[src/rtl/io_supply_seq_pkg.sv]
// Shared types and defaults for the IO supply sequencer.
// Latency: n/a (types, constants and a width helper only).
// Backpressure: n/a.
package io_supply_seq_pkg;

  typedef enum logic [3:0] {
    IDLE,
    EN,
    WAIT_PG,
    REL,
    UP,
    ISO,
    DIS,
    WAIT_OFF,
    FAULT
  } seq_state_e;

  localparam int DEB_CYC_DEF = 16;
  localparam int TO_CYC_DEF  = 1024;
  localparam int CNT_W_DEF   = 11;

  // Width of a domain index; never narrower than one bit.
  function automatic int idx_w(input int n);
    return (n <= 2) ? 1 : $clog2(n);
  endfunction

endpackage

[src/rtl/io_pg_sync_deb.sv]
// Power-good synchroniser (2 flops) followed by a stability debouncer.
// Latency: level change seen on edge 0 reaches pg_q on edge DEB_CYC+2.
// Backpressure: none; free-running qualifier of an async level.
module io_pg_sync_deb #(
  parameter int DEB_CYC = 16,
  parameter int CNT_W   = 11
) (
  input  logic clk,
  input  logic rst,
  input  logic pg_i,
  output logic pg_q
);

  localparam logic [CNT_W-1:0] CNT_LAST = CNT_W'(DEB_CYC - 1);

  logic [1:0]       sync_q, sync_d;
  logic             last_q, last_d;
  logic [CNT_W-1:0] cnt_q, cnt_d;
  logic             pg_d;

  // Shift the async level in; restart counting on any synced edge, adopt it once stable.
  always_comb begin
    sync_d = {sync_q[0], pg_i};
    last_d = sync_q[1];
    cnt_d  = cnt_q;
    pg_d   = pg_q;
    if (sync_q[1] != last_q) begin
      cnt_d = '0;
    end else if (cnt_q == CNT_LAST) begin
      pg_d = sync_q[1];
    end else begin
      cnt_d = cnt_q + 1'b1;
    end
  end

  // State registers; reset reports power not good.
  always_ff @(posedge clk or posedge rst) begin
    if (rst) begin
      sync_q <= '0;
      last_q <= 1'b0;
      cnt_q  <= '0;
      pg_q   <= 1'b0;
    end else begin
      sync_q <= sync_d;
      last_q <= last_d;
      cnt_q  <= cnt_d;
      pg_q   <= pg_d;
    end
  end

endmodule

[src/rtl/io_supply_seq.sv]
// Ordered power-up / reverse power-down of N IO supply domains with pad isolation and fault lockout.
// Latency: pgood_i[k] rising, seen on edge 0, releases iso_o[k] on edge DEB_CYC+4.
// Backpressure: none; start_i/stop_i are level-sampled, busy_o/done_o report progress.
module io_supply_seq
  import io_supply_seq_pkg::*;
#(
  parameter int N_DOM   = 4,
  parameter int DEB_CYC = DEB_CYC_DEF,
  parameter int TO_CYC  = TO_CYC_DEF,
  parameter int CNT_W   = CNT_W_DEF
) (
  input  logic                     clk,
  input  logic                     rst,
  input  logic                     start_i,
  input  logic                     stop_i,
  input  logic [N_DOM-1:0]         pgood_i,
  output logic [N_DOM-1:0]         sup_en_o,
  output logic [N_DOM-1:0]         iso_o,
  output logic                     busy_o,
  output logic                     done_o,
  output logic                     err_o,
  output logic [idx_w(N_DOM)-1:0]  err_dom_o
);

  localparam int               IW      = idx_w(N_DOM);
  localparam logic [IW-1:0]    K_LAST  = IW'(N_DOM - 1);
  localparam logic [CNT_W-1:0] TO_LAST = CNT_W'(TO_CYC - 1);

  seq_state_e       state_q, state_d;
  logic [IW-1:0]    k_q, k_d;
  logic [CNT_W-1:0] ctr_q, ctr_d;
  logic [N_DOM-1:0] sup_en_q, sup_en_d;
  logic [N_DOM-1:0] iso_q, iso_d;
  logic             busy_q, busy_d;
  logic             done_q, done_d;
  logic             err_q, err_d;
  logic [IW-1:0]    err_dom_q, err_dom_d;

  logic [N_DOM-1:0] pg_qual;
  logic [IW-1:0]    low_idx;
  logic             enter_fault;

  for (genvar g = 0; g < N_DOM; g++) begin : g_pg
    io_pg_sync_deb #(
      .DEB_CYC (DEB_CYC),
      .CNT_W   (CNT_W)
    ) u_deb (
      .clk  (clk),
      .rst  (rst),
      .pg_i (pgood_i[g]),
      .pg_q (pg_qual[g])
    );
  end

  // Lowest-numbered running domain that has lost power-good (blamed on a fault).
  always_comb begin
    low_idx = '0;
    for (int i = N_DOM - 1; i >= 0; i--) begin
      if (!pg_qual[i]) low_idx = IW'(i);
    end
  end

  // Sequencer next state; a fault entry overrides every output in the same cycle.
  always_comb begin
    state_d     = state_q;
    k_d         = k_q;
    ctr_d       = ctr_q;
    sup_en_d    = sup_en_q;
    iso_d       = iso_q;
    busy_d      = busy_q;
    done_d      = done_q;
    err_d       = err_q;
    err_dom_d   = err_dom_q;
    enter_fault = 1'b0;
    case (state_q)
      IDLE: begin
        if (start_i && !stop_i) begin
          state_d = EN;
          k_d     = '0;
          busy_d  = 1'b1;
          err_d   = 1'b0;
        end
      end
      EN: begin
        if (stop_i) begin
          state_d = ISO;
        end else begin
          sup_en_d[k_q] = 1'b1;
          ctr_d         = '0;
          state_d       = WAIT_PG;
        end
      end
      WAIT_PG: begin
        if (stop_i) begin
          state_d = ISO;
        end else if (pg_qual[k_q]) begin
          state_d = REL;
        end else if (ctr_q == TO_LAST) begin
          state_d     = FAULT;
          err_dom_d   = k_q;
          enter_fault = 1'b1;
        end else begin
          ctr_d = ctr_q + 1'b1;
        end
      end
      REL: begin
        if (stop_i) begin
          state_d = ISO;
        end else begin
          iso_d[k_q] = 1'b0;
          if (k_q == K_LAST) begin
            state_d = UP;
            done_d  = 1'b1;
            busy_d  = 1'b0;
          end else begin
            k_d     = k_q + 1'b1;
            state_d = EN;
          end
        end
      end
      UP: begin
        if (pg_qual != '1) begin
          state_d     = FAULT;
          err_dom_d   = low_idx;
          enter_fault = 1'b1;
        end else if (stop_i) begin
          state_d = ISO;
          k_d     = K_LAST;
        end
      end
      ISO: begin
        iso_d[k_q] = 1'b1;
        done_d     = 1'b0;
        busy_d     = 1'b1;
        state_d    = DIS;
      end
      DIS: begin
        sup_en_d[k_q] = 1'b0;
        ctr_d         = '0;
        state_d       = WAIT_OFF;
      end
      WAIT_OFF: begin
        if (!pg_qual[k_q] || (ctr_q == TO_LAST)) begin
          // A supply that never reports off is flagged, but shutdown carries on.
          if (pg_qual[k_q]) begin
            err_d     = 1'b1;
            err_dom_d = k_q;
          end
          if (k_q == '0) begin
            state_d = IDLE;
            busy_d  = 1'b0;
          end else begin
            k_d     = k_q - 1'b1;
            state_d = ISO;
          end
        end else begin
          ctr_d = ctr_q + 1'b1;
        end
      end
      FAULT: begin
        if (stop_i) begin
          state_d = IDLE;
          err_d   = 1'b0;
        end
      end
      default: state_d = IDLE;
    endcase
    if (enter_fault) begin
      iso_d    = '1;
      sup_en_d = '0;
      err_d    = 1'b1;
      done_d   = 1'b0;
      busy_d   = 1'b0;
    end
  end

  // State and output registers; reset isolates every pad and drops every supply at once.
  always_ff @(posedge clk or posedge rst) begin
    if (rst) begin
      state_q   <= IDLE;
      k_q       <= '0;
      ctr_q     <= '0;
      sup_en_q  <= '0;
      iso_q     <= '1;
      busy_q    <= 1'b0;
      done_q    <= 1'b0;
      err_q     <= 1'b0;
      err_dom_q <= '0;
    end else begin
      state_q   <= state_d;
      k_q       <= k_d;
      ctr_q     <= ctr_d;
      sup_en_q  <= sup_en_d;
      iso_q     <= iso_d;
      busy_q    <= busy_d;
      done_q    <= done_d;
      err_q     <= err_d;
      err_dom_q <= err_dom_d;
    end
  end

  assign sup_en_o  = sup_en_q;
  assign iso_o     = iso_q;
  assign busy_o    = busy_q;
  assign done_o    = done_q;
  assign err_o     = err_q;
  assign err_dom_o = err_dom_q;

  // A pad may only be out of isolation while its supply is enabled.
  a_iso_needs_supply : assert property (@(posedge clk) disable iff (rst)
    ((~iso_q & ~sup_en_q) == '0));

endmodule

[config.mk]
export PLATFORM = sky130hd
export DESIGN_NAME = io_supply_seq
export DESIGN_NICKNAME = d
export VERILOG_FILES = /design/src/rtl/io_supply_seq_pkg.sv /design/src/rtl/io_pg_sync_deb.sv /design/src/rtl/io_supply_seq.sv
export SDC_FILE = /design/constraint.sdc
export NUM_CORES = 1
export LEC_CHECK = 0
export CAP_MARGIN = 20
export CORE_MARGIN = 2
export CORE_UTILIZATION = 40
export CTS_BUF_LIST = sky130_fd_sc_hd__clkbuf_4 sky130_fd_sc_hd__clkbuf_8 sky130_fd_sc_hd__clkbuf_16
export CTS_CLUSTER_SIZE = 10
export DETAILED_ROUTE_END_ITERATION = 6
export PLACE_DENSITY_LB_ADDON = 0.05
export SLEW_MARGIN = 0
export SYNTH_ARGS = -nofsm -noshare
export SYNTH_HDL_FRONTEND = slang
export SYNTH_SLANG_ARGS = --single-unit
[constraint.sdc]
create_clock -name clk -period 7.3 [get_ports clk]
set_clock_uncertainty 0.05 [all_clocks]
set_input_delay 1.825 -clock clk [delete_from_list [all_inputs] [get_ports clk]]
set_output_delay 1.825 -clock clk [all_outputs]
set_load 0.02 [all_outputs]
==> qor.csv, run 1 <==
metric,value,unit
status,"finished, final reports clean",
Stages on worst setup path,6,
cell taking the most area after synthesis,dfrtp_1,
period utilization,55.7,%
Worst Hold Path Cells,0,
CP max stage delay,0.65,ns
Placement Cell Area,4940,µm²
Worst-Skew Late Latency,0.35,ns
adder-cell area share of the yosys netlist,1.34,%
kind of critical path,input pin to flop,
Worst EP required,7.48,ns
Layout area overhead,12.7,%
die area,12500,µm²
H-Tree Level Count,3,
ant diodes,0,
largest family of logic cells by synthesized area,simple AND/OR/NAND/NOR gates,
post-place setup slack,2.88,ns
Peak Freq,0.246,GHz
Yosys top cell area share,46.2,%
initial antenna violation count,0,
CP Max Fanout,14,
"flops & latches, synth",90,
Final ANT Viol Nets,0,
cts bufs inserted,9,
grt ovf,0,
largest net degree at the start of global routing,48,
Iter 0 DRT Violations,283,
clk sinks,90,
Power Density,302,nW/µm²
"EDFF count, synth",0,
Setup Buffers After CTS,0,
ys flop type,dfrtp_1,
crit path DAT,4.25,ns
IO Count,21,
Initial Util,41.0,%
yosys warns,0,
CP top delay family,compound AO/OA/AOI/OAI gates,
first-pass GRT wire length,17500,µm
Vias/cell,5.54,
vias in the first global route,3638,
1st-pass router iterations,4,
design area,5250,µm²
minimum clock period,4.07,ns
worst vdd ir,0.162,mV
Post-Syn Area,4660,µm²
Slew HR,39.9,%
Cell Rows,39,
clock-pin slew on the worst setup and hold paths,0.07,ns
Post-synth top cells,"dfrtp_1 (86), nor2_1 (57), nand2_1 (49)",
Max Slew Vio Count,0,
Port Buffer Count,20,
RSZ-0062 raised after global routing,false,
mean post-synth cell area,9.45,µm²
XOR/XNOR share of the synthesized area,6.58,%
CTS tree,built,
setup tns final,0,ns
ranking of synthesized cells by area,"dfrtp_1 (46%), nor2_1 (4.6%), xor2_1 (4.1%)",
HP Class,flop to flop,
cell count after synthesis,493,
fin worst setup slack,3.23,ns
CTS max path bufs,2,
proportion of layout cells with a drive suffix above 1,6.88,%
sequential area share after synthesis,48.5,%
GPL Wtd Cong,0.793,
DRC Markers,0,
FILL cells,1069,
final hold vios,0,
Reg2Reg Depth,5,
Nets,517,
die width,112,µm
core region area,11400,µm²
Pleak,0.00224,µW
worst-path cell chain,clkdlybuf4s50_1 > a21boi_0 > a311oi_1 > or3b_2 > nand3b_1 > mux2_2,
fraction of registers with async set or reset after synthesis,100,%
syn_nets,506,
DPL Wire Length,6360,µm
Die Y,112,µm
Total GRT Usage,17.0,%
Via Count,3609,
DRT Wirelength,9670,µm
most numerous cell in the Yosys netlist,dfrtp_1,
Slowest cell on crit path,clkdlybuf4s50_1,
Synth Area in Compound Gates,13.4,%
library cells used by synthesis,62,
Root Driver,clkbuf_16,
WP buf/inv,1,
final setup fails,0,
hold-fix buffers at CTS,0,
post-synthesis mux area share,2.31,%
Worst Tran Pin Value,0.889,ns
CP Capture Type,flop,
simple-gate share of the synthesized area,24.8,%
CTS resizes,0,
Startpoint Class,input pin,
# Max-Cap Violations,0,
wire per inst,14.8,µm
## area by class of cell
| class | instances | area [µm²] | share of cell area, % |
|---|---|---|---|
| flip-flops and latches | 90 | 2260 | 43.0 |
| multi-input cells | 371 | 2260 | 43.0 |
| clock buffers | 13 | 262 | 4.98 |
| repair buffers | 23 | 220 | 4.20 |
| well taps | 143 | 179 | 3.41 |
| clock inverters | 3 | 40.0 | 0.763 |
| inverters | 9 | 35.0 | 0.667 |
## per-stage QoR
step | cells | total power (µW) | utilization (%) | hold slack (ns)
floorplan | 493 | 989 | - | 0.281
global placement | 635 | 1110 | 43.5 | 0.284
detailed placement | 635 | 1110 | 43.5 | 0.287
CTS | 651 | 1600 | 46.1 | 0.301
global route | 652 | 1690 | 46.2 | 0.305
finish | 652 | 1580 | 46.2 | 0.299
## registers in the layout (all words and copies together) (netlist names)
| register | count |
|---|---|
| busy_o | 1 |
| ctr_q | 11 |
| done_o | 1 |
| err_dom_o | 2 |
| err_o | 1 |
| g_pg.u_deb.cnt_q | 44 |
| g_pg.u_deb.last_q | 4 |
| g_pg.u_deb.pg_q | 4 |
| g_pg.u_deb.sync_q | 8 |
| iso_o | 4 |
| k_q | 2 |
| state_q | 4 |
| sup_en_o | 4 |
## worst register-to-register path: stages (launching register included)
cell and delay [ns]:
dfrtp_1 0.68, or3b_2 0.60, a311oi_1 0.49, or3b_2 0.56
nand3b_1 0.14, mux2_2 0.34
## routing by layer
| layer | global-route usage (%) | vias to the layer above | wire length [µm] |
|---|---|---|---|
| met5 | 0 | - | 0 |
| met4 | 8.15 | 0 | 223 |
| met3 | 3.59 | 14 | 317 |
| met2 | 26.3 | 52 | 4400 |
| met1 | 22.9 | 1749 | 4720 |
| li1 | - | 1794 | - |
## report_power, final
part	leakage (µW)	switching, µW	internal [µW]
Sequential	0.00116	105	562
Clock	0.000154	191	285
Combinational	0.000919	243	196
Total	0.00224	539	1040
## cell usage in the layout, fill, tap and decap left out, types with 4 or more instances in the layout
master           Yosys  final
inv_1                9      8
nor4_1               4      4
clkbuf_16            0      9
clkdlybuf4s50_1      0     20
nand3_1             20     20
mux2i_1              4      4
nand2_1             49     49
a31oi_1              7      7
or4_1                4      4
o21bai_1             5      5
nand4_1             11     11
or3_1                6      6
dfstp_2              4      4
nor2_1              57     57
o41ai_1              4      4
a221o_1              4      4
nor2b_1              6      6
o21ai_0             22     22
dfrtp_1             86     86
nand2b_1             5      5
xnor2_1             13     13
nor4b_1              4      4
nor3_1              24     24
xor2_1              22     22
and3_1              12     12
a21oi_1             28     28
ha_1                 5      5
mux2_2               4      4
## path summary, 6_finish.rpt
path	from	slack, ns	endpoint
max in group asynchronous	rst	4.28	ctr_q[1]
min in group asynchronous	rst	1.86	g_pg[0].u_deb.cnt_q[3]
min reg2reg	g_pg[1].u_deb.sync_q[0]	0.30	g_pg[1].u_deb.sync_q[1]
max reg2reg	state_q[2]	4.33	state_q[2]
max	stop_i	3.23	state_q[2]
min	g_pg[1].u_deb.sync_q[0]	0.30	g_pg[1].u_deb.sync_q[1]
## kinds of logic (layout without fill, tap and decap cells)
kind of cell / count (synthesis) / count (layout)
flops: 90 / 90
fa+ha+maj: 5 / 5
xor+xnor: 35 / 35
mux: 9 / 9
simple gates: 226 / 226
compound gates: 96 / 96
buf+inv: 32 / 48
Power figures use the tool's default switching activity.
==> inputs of run 2 (changes only) <==
==> constraint.sdc (replaced) <==
create_clock -name clk -period 3.3 [get_ports clk]
set_clock_uncertainty 0.05 [all_clocks]
set_input_delay 0.825 -clock clk [delete_from_list [all_inputs] [get_ports clk]]
set_output_delay 0.825 -clock clk [all_outputs]
set_load 0.02 [all_outputs]
==> run 2 against run 1 <==
Compared with the run above: worst hold slack got worse by 0.0012 ns; sequential share of layout area shrank 1.4 points; utilization grew 1.5 points; clock-buffer cell count down 2; critical path depth shrank 1; sequential cell count unchanged; via count up 1.9%; register-to-register slack got worse by 3.8 ns; critical endpoint is now ctr_q[3]; routed wire length increased by 0.63%; cell count increased by 1.8%; sequential power up 110%; highest routed layer unchanged.
==> qor.csv, run 2 (same netlist as run 1, synthesis figures left out) <==
metric,value,unit,change
Critical Path Start,k_q[1],,
CP max stage delay,0.59,ns,-0.06 ns
Hold Startpoint,g_pg[1].u_deb.sync_q[0],,
wire per inst,14.6,µm,-1.2%
final cell count without fillers,664,,+1.8%
largest net degree at the start of global routing,45,,-6.3%
Max Slew Vio Count,0,,unchanged
vias in the first global route,3491,,-4.0%
final hold vios,0,,unchanged
CTS max path bufs,2,,unchanged
utilization after layout,47.7,%,+1.5 points
DRC Markers,0,,unchanged
setup tns final,0,ns,unchanged
Root Driver,clkbuf_16,,
worst vdd ir,0.362,mV,+120%
clock-pin slew on the worst setup and hold paths,0.07,ns,about the same
Port Buffer Count,20,,unchanged
grt ovf,0,,unchanged
die width,112,µm,unchanged
worst-path cell chain,mux4_2 > or4b_1 > a31o_1 > or4_1 > a21oi_1,,
DPL Wire Length,6700,µm,+5.3%
dpl cells,648,,+2.0%
core region area,11400,µm²,unchanged
GPL Wtd Cong,0.770,,-2.9%
Setup Buffers After CTS,0,,unchanged
Die Y,112,µm,unchanged
Slew HR,45.3,%,+5.4 points
proportion of layout cells with a drive suffix above 1,9.02,%,+2.1 points
H-Tree Level Count,3,,unchanged
Total GRT Usage,16.4,%,-0.64 points
Via Count,3676,,+1.9%
Vias/cell,5.54,,about the same
# Max-Cap Violations,0,,unchanged
Layout area overhead,16.5,%,
status,"finished, final reports clean",,
Cell Rows,39,,unchanged
final setup fails,0,,unchanged
CTS resizes,0,,unchanged
Worst Tran Pin Value,0.817,ns,-0.0718 ns
period utilization,85.2,%,
hold-fix buffers at CTS,0,,unchanged
clk sinks,90,,unchanged
Worst-Skew Late Latency,0.34,ns,about the same
CP Max Fanout,13,,-1
initial antenna violation count,0,,unchanged
first-pass GRT wire length,16800,µm,-3.6%
kind of critical path,flop to flop,,
Fin Hold WS,0.297,ns,-0.00120 ns
cts bufs inserted,9,,unchanged
Iter 0 DRT Violations,211,,-25%
Final ANT Viol Nets,0,,unchanged
minimum clock period,2.81,ns,
Initial Util,41.0,%,unchanged
Nets,529,,+2.3%
Worst EP required,3.51,ns,-3.97 ns
CP Capture Type,flop,,
DRT Wirelength,9730,µm,+0.63%
Peak Freq,0.356,GHz,
Pleak,0.00233,µW,+4.2%
Regs by FF count,"g_pg.u_deb.cnt_q: 44 flops, ctr_q: 11 flops, g_pg.u_deb.sync_q: 8 flops",,
Reg-to-Reg Start,k_q[1],,
Largest register FFs,44,,unchanged
RSZ-0062 raised after global routing,false,,
total power,3790,µW,+140%
Slowest cell on crit path,mux4_2,,
1st-pass router iterations,4,,unchanged
IO Count,21,,unchanged
"commonest non-fill, non-tap cell in the layout",dfrtp_1,,
Biggest register,g_pg.u_deb.cnt_q,,
CTS tree,built,,
ant diodes,0,,unchanged
Power Density,699,nW/µm²,+130%
die area,12500,µm²,unchanged
most frequent cells in the layout,"dfrtp_1 (86), nor2_1 (57), nand2_1 (49)",,
HP Class,flop to flop,,
crit path DAT,3.02,ns,-1.23 ns
Startpoint Class,flop,,
run 2: cell types whose count changed in the layout (fill, tap and decap cells not counted):
cell	before	now
buf_4	2	14
bufinv_16	1	4
clkbuf_4	3	1
buf_12	0	1
clkbuf_2	1	0
clkinv_2	3	2
run 2: per-layer routing:
metal,vias up,part of all wire (%),global-route usage (%)
li1,1823,-,-
met1,1783,49,22.9
met4,0,1.7,7.08
met3,9,4.1,2.99
met2,61,45,25.1
met5,-,0,0
run 2: final cells by class:
cell class	instances	area [µm²]
Fill cell	1064	5950
Sequential cell	90	2260
Multi-Input combinational cell	371	2260
Timing Repair Buffer	35	325
Clock buffer	11	246
Tap cell	143	179
Clock inverter	5	125
Inverter	9	35.0
run 2: critical path, delay by kind of cell, from the launching register on:
kind | cells | cell delay (ns)
compound gates | 2 | 0.54
flops | 1 | 0.57
mux | 1 | 0.59
simple gates | 2 | 0.99
run 2: through the flow:
stage | worst slack, ns | instance area (µm²)
6_report | 0.490 | 5420
5_1_grt | 0.414 | 5420
4_1_cts | 0.525 | 5420
3_5_place_dp | 0.334 | 5050
3_3_place_gp | 0.376 | 5050
2_1_floorplan | 0.0964 | 4660
run 2: worst paths after layout:
path	end	slack, ns	depth (start not counted)
worst min-delay path	g_pg[1].u_deb.sync_q[1]	0.30	0
worst max register to register	ctr_q[3]	0.49	5
worst min register to register	g_pg[1].u_deb.sync_q[1]	0.30	0
worst max-delay path	ctr_q[3]	0.49	5
max in group asynchronous	iso_o[2]	1.72	3
min in group asynchronous	g_pg[1].u_deb.sync_q[0]	0.79	2
run 2: report_power, final:
group / internal (µW) / total (µW) / switching, µW
registers: 1250 / 1370 / 125
logic: 488 / 1150 / 666
clock network: 845 / 1270 / 422
total: 2580 / 3790 / 1210
==> inputs of run 3 (changes only) <==
--- a/config.mk
+++ b/config.mk
@@ -6,7 +6,7 @@
 export NUM_CORES = 1
 export LEC_CHECK = 0
 export CAP_MARGIN = 20
-export CORE_MARGIN = 2
+export CORE_MARGIN = 1
 export CORE_UTILIZATION = 40
 export CTS_BUF_LIST = sky130_fd_sc_hd__clkbuf_4 sky130_fd_sc_hd__clkbuf_8 sky130_fd_sc_hd__clkbuf_16
 export CTS_CLUSTER_SIZE = 10
==> run 3 against run 2 <==
Compared with the run above: sequential share of layout area increased by 0.56 points; via count decreased by 2.0%; critical path depth unchanged; largest cell class unchanged; highest routed layer unchanged; clock-buffer cell count unchanged; maximum frequency increased by 2.7%; setup slack improved by 0.075 ns; total power decreased by 6.4%; non-clock buffer count unchanged; largest power group unchanged; register-to-register slack improved by 0.07 ns; cell count decreased by 0.15%.
==> qor.csv, run 3 (same netlist as run 1, synthesis figures left out) <==
metric,value,unit,change
status,"finished, final reports clean",,
final hold vios,0,,unchanged
worst-path cell chain,mux4_2 > or4b_1 > a31o_1 > or4_1 > a21oi_1,,
Startpoint Class,flop,,
Peak Freq,0.366,GHz,+2.7%
Fin Hold WS,0.302,ns,+0.00486 ns
final setup fails,0,,unchanged
kind of critical path,flop to flop,,
"commonest non-fill, non-tap cell in the layout",dfrtp_1,,
CP Max Fanout,13,,unchanged
CP top delay family,simple AND/OR/NAND/NOR gates,,
Slowest cell on crit path,mux4_2,,
Cell Rows,39,,unchanged
GPL Wtd Cong,0.747,,-3.0%
DPL Wire Length,6580,µm,-1.7%
clk sinks,90,,unchanged
Worst EP required,3.52,ns,about the same
period utilization,82.9,%,-2.3 points
CTS max path bufs,2,,unchanged
Final ANT Viol Nets,0,,unchanged
largest net degree at the start of global routing,44,,-2.2%
Pleak,0.00228,µW,-2.0%
flop-to-flop setup slack,0.56,ns,+0.07 ns
DRT Wirelength,9480,µm,-2.5%
core region area,11400,µm²,unchanged
Layout area overhead,14.9,%,
CP Capture Type,flop,,
die area,12100,µm²,-3.5%
Hold Startpoint,g_pg[0].u_deb.sync_q[0],,
CTS resizes,0,,unchanged
crit path DAT,2.96,ns,-0.06 ns
Worst Tran Pin Value,0.836,ns,+0.0189 ns
Root Driver,clkbuf_16,,
IO Count,21,,unchanged
initial antenna violation count,0,,unchanged
Port Buffer Count,20,,unchanged
Max Slew Vio Count,0,,unchanged
Critical Path Start,k_q[1],,
most frequent cells in the layout,"dfrtp_1 (86), nor2_1 (57), nand2_1 (49)",,
Largest register FFs,44,,unchanged
worst vdd ir,0.367,mV,+1.2%
Slew HR,44.1,%,-1.3 points
die width,110,µm,-1.8%
Nets,529,,unchanged
dpl cells,648,,unchanged
Regs by FF count,"g_pg.u_deb.cnt_q: 44 flops, ctr_q: 11 flops, g_pg.u_deb.sync_q: 8 flops",,
clock-pin slew on the worst setup and hold paths,0.06,ns,about the same
Biggest register,g_pg.u_deb.cnt_q,,
HP Class,flop to flop,,
ant diodes,0,,unchanged
grt ovf,0,,unchanged
H-Tree Level Count,3,,unchanged
Die Y,110,µm,-1.8%
Power Density,663,nW/µm²,-5.1%
total power,3550,µW,-6.4%
proportion of layout cells with a drive suffix above 1,8.85,%,-0.17 points
WP buf/inv,0,,unchanged
final cell count without fillers,663,,-0.15%
vias in the first global route,3347,,-4.1%
cts bufs inserted,9,,unchanged
Iter 0 DRT Violations,178,,-16%
RSZ-0062 raised after global routing,false,,
wire per inst,14.3,µm,-2.4%
minimum clock period,2.74,ns,-0.0749 ns
hold-fix buffers at CTS,0,,unchanged
Vias/cell,5.43,,-1.8%
CTS tree,built,,
1st-pass router iterations,4,,unchanged
# Max-Cap Violations,0,,unchanged
setup tns final,0,ns,unchanged
Worst-Skew Late Latency,0.35,ns,about the same
Total GRT Usage,17.3,%,+0.95 points
first-pass GRT wire length,16100,µm,-4.4%
Via Count,3603,,-2.0%
Setup Buffers After CTS,0,,unchanged
CP max stage delay,0.58,ns,about the same
Initial Util,41.0,%,unchanged
Reg-to-Reg Start,k_q[1],,
DRC Markers,0,,unchanged
-- run 3: changes by cell type in the layout (fill, tap and decap cells not counted), sizes merged --
cell      delta
bufinv       -3
clkinv       -1
clkinvlp     +3
-- run 3: where the power goes --
group	leakage [µW]	switching [µW]	internal, µW
Combinational	0.000984	671	488
Clock	0.000137	428	612
Sequential	0.00116	105	1250
Total	0.00228	1200	2350
-- run 3: final cells by class --
| type | instances | area (µm²) |
|---|---|---|
| Tap cell | 143 | 179 |
| Fill cell | 1063 | 6020 |
| Timing Repair Buffer | 35 | 325 |
| Clock buffer | 11 | 246 |
| Clock inverter | 4 | 52.6 |
| Inverter | 9 | 35.0 |
| Multi-Input combinational cell | 371 | 2260 |
| Sequential cell | 90 | 2260 |
-- run 3: path summary, 6_finish.rpt --
check / end / cells past startpoint
setup / recovery: ctr_q[3] / 5
hold / removal: g_pg[0].u_deb.sync_q[1] / 0
setup reg to reg: ctr_q[3] / 5
hold reg to reg: g_pg[0].u_deb.sync_q[1] / 0
max in group asynchronous: iso_o[2] / 3
min in group asynchronous: g_pg[3].u_deb.sync_q[1] / 2
-- run 3: metrics by stage --
step	cell area (µm²)	setup slack (ns)	util (%)
after floorplan	4660	0.0964	-
after global placement	5050	0.341	44.4
after detailed placement	5050	0.332	44.4
after CTS	5350	0.539	47.1
after global routing	5350	0.417	47.1
final	5350	0.565	47.1
-- run 3: per-layer routing --
| layer | global-route usage (%) | wire [µm] | part of all wire, % | up-vias |
|---|---|---|---|---|
| li1 | - | - | - | 1816 |
| met1 | 23.4 | 4500 | 47 | 1719 |
| met2 | 26.8 | 4450 | 47 | 56 |
| met3 | 3.08 | 354 | 3.7 | 12 |
| met4 | 8.29 | 177 | 1.9 | 0 |
| met5 | 0 | 0 | 0 | - |
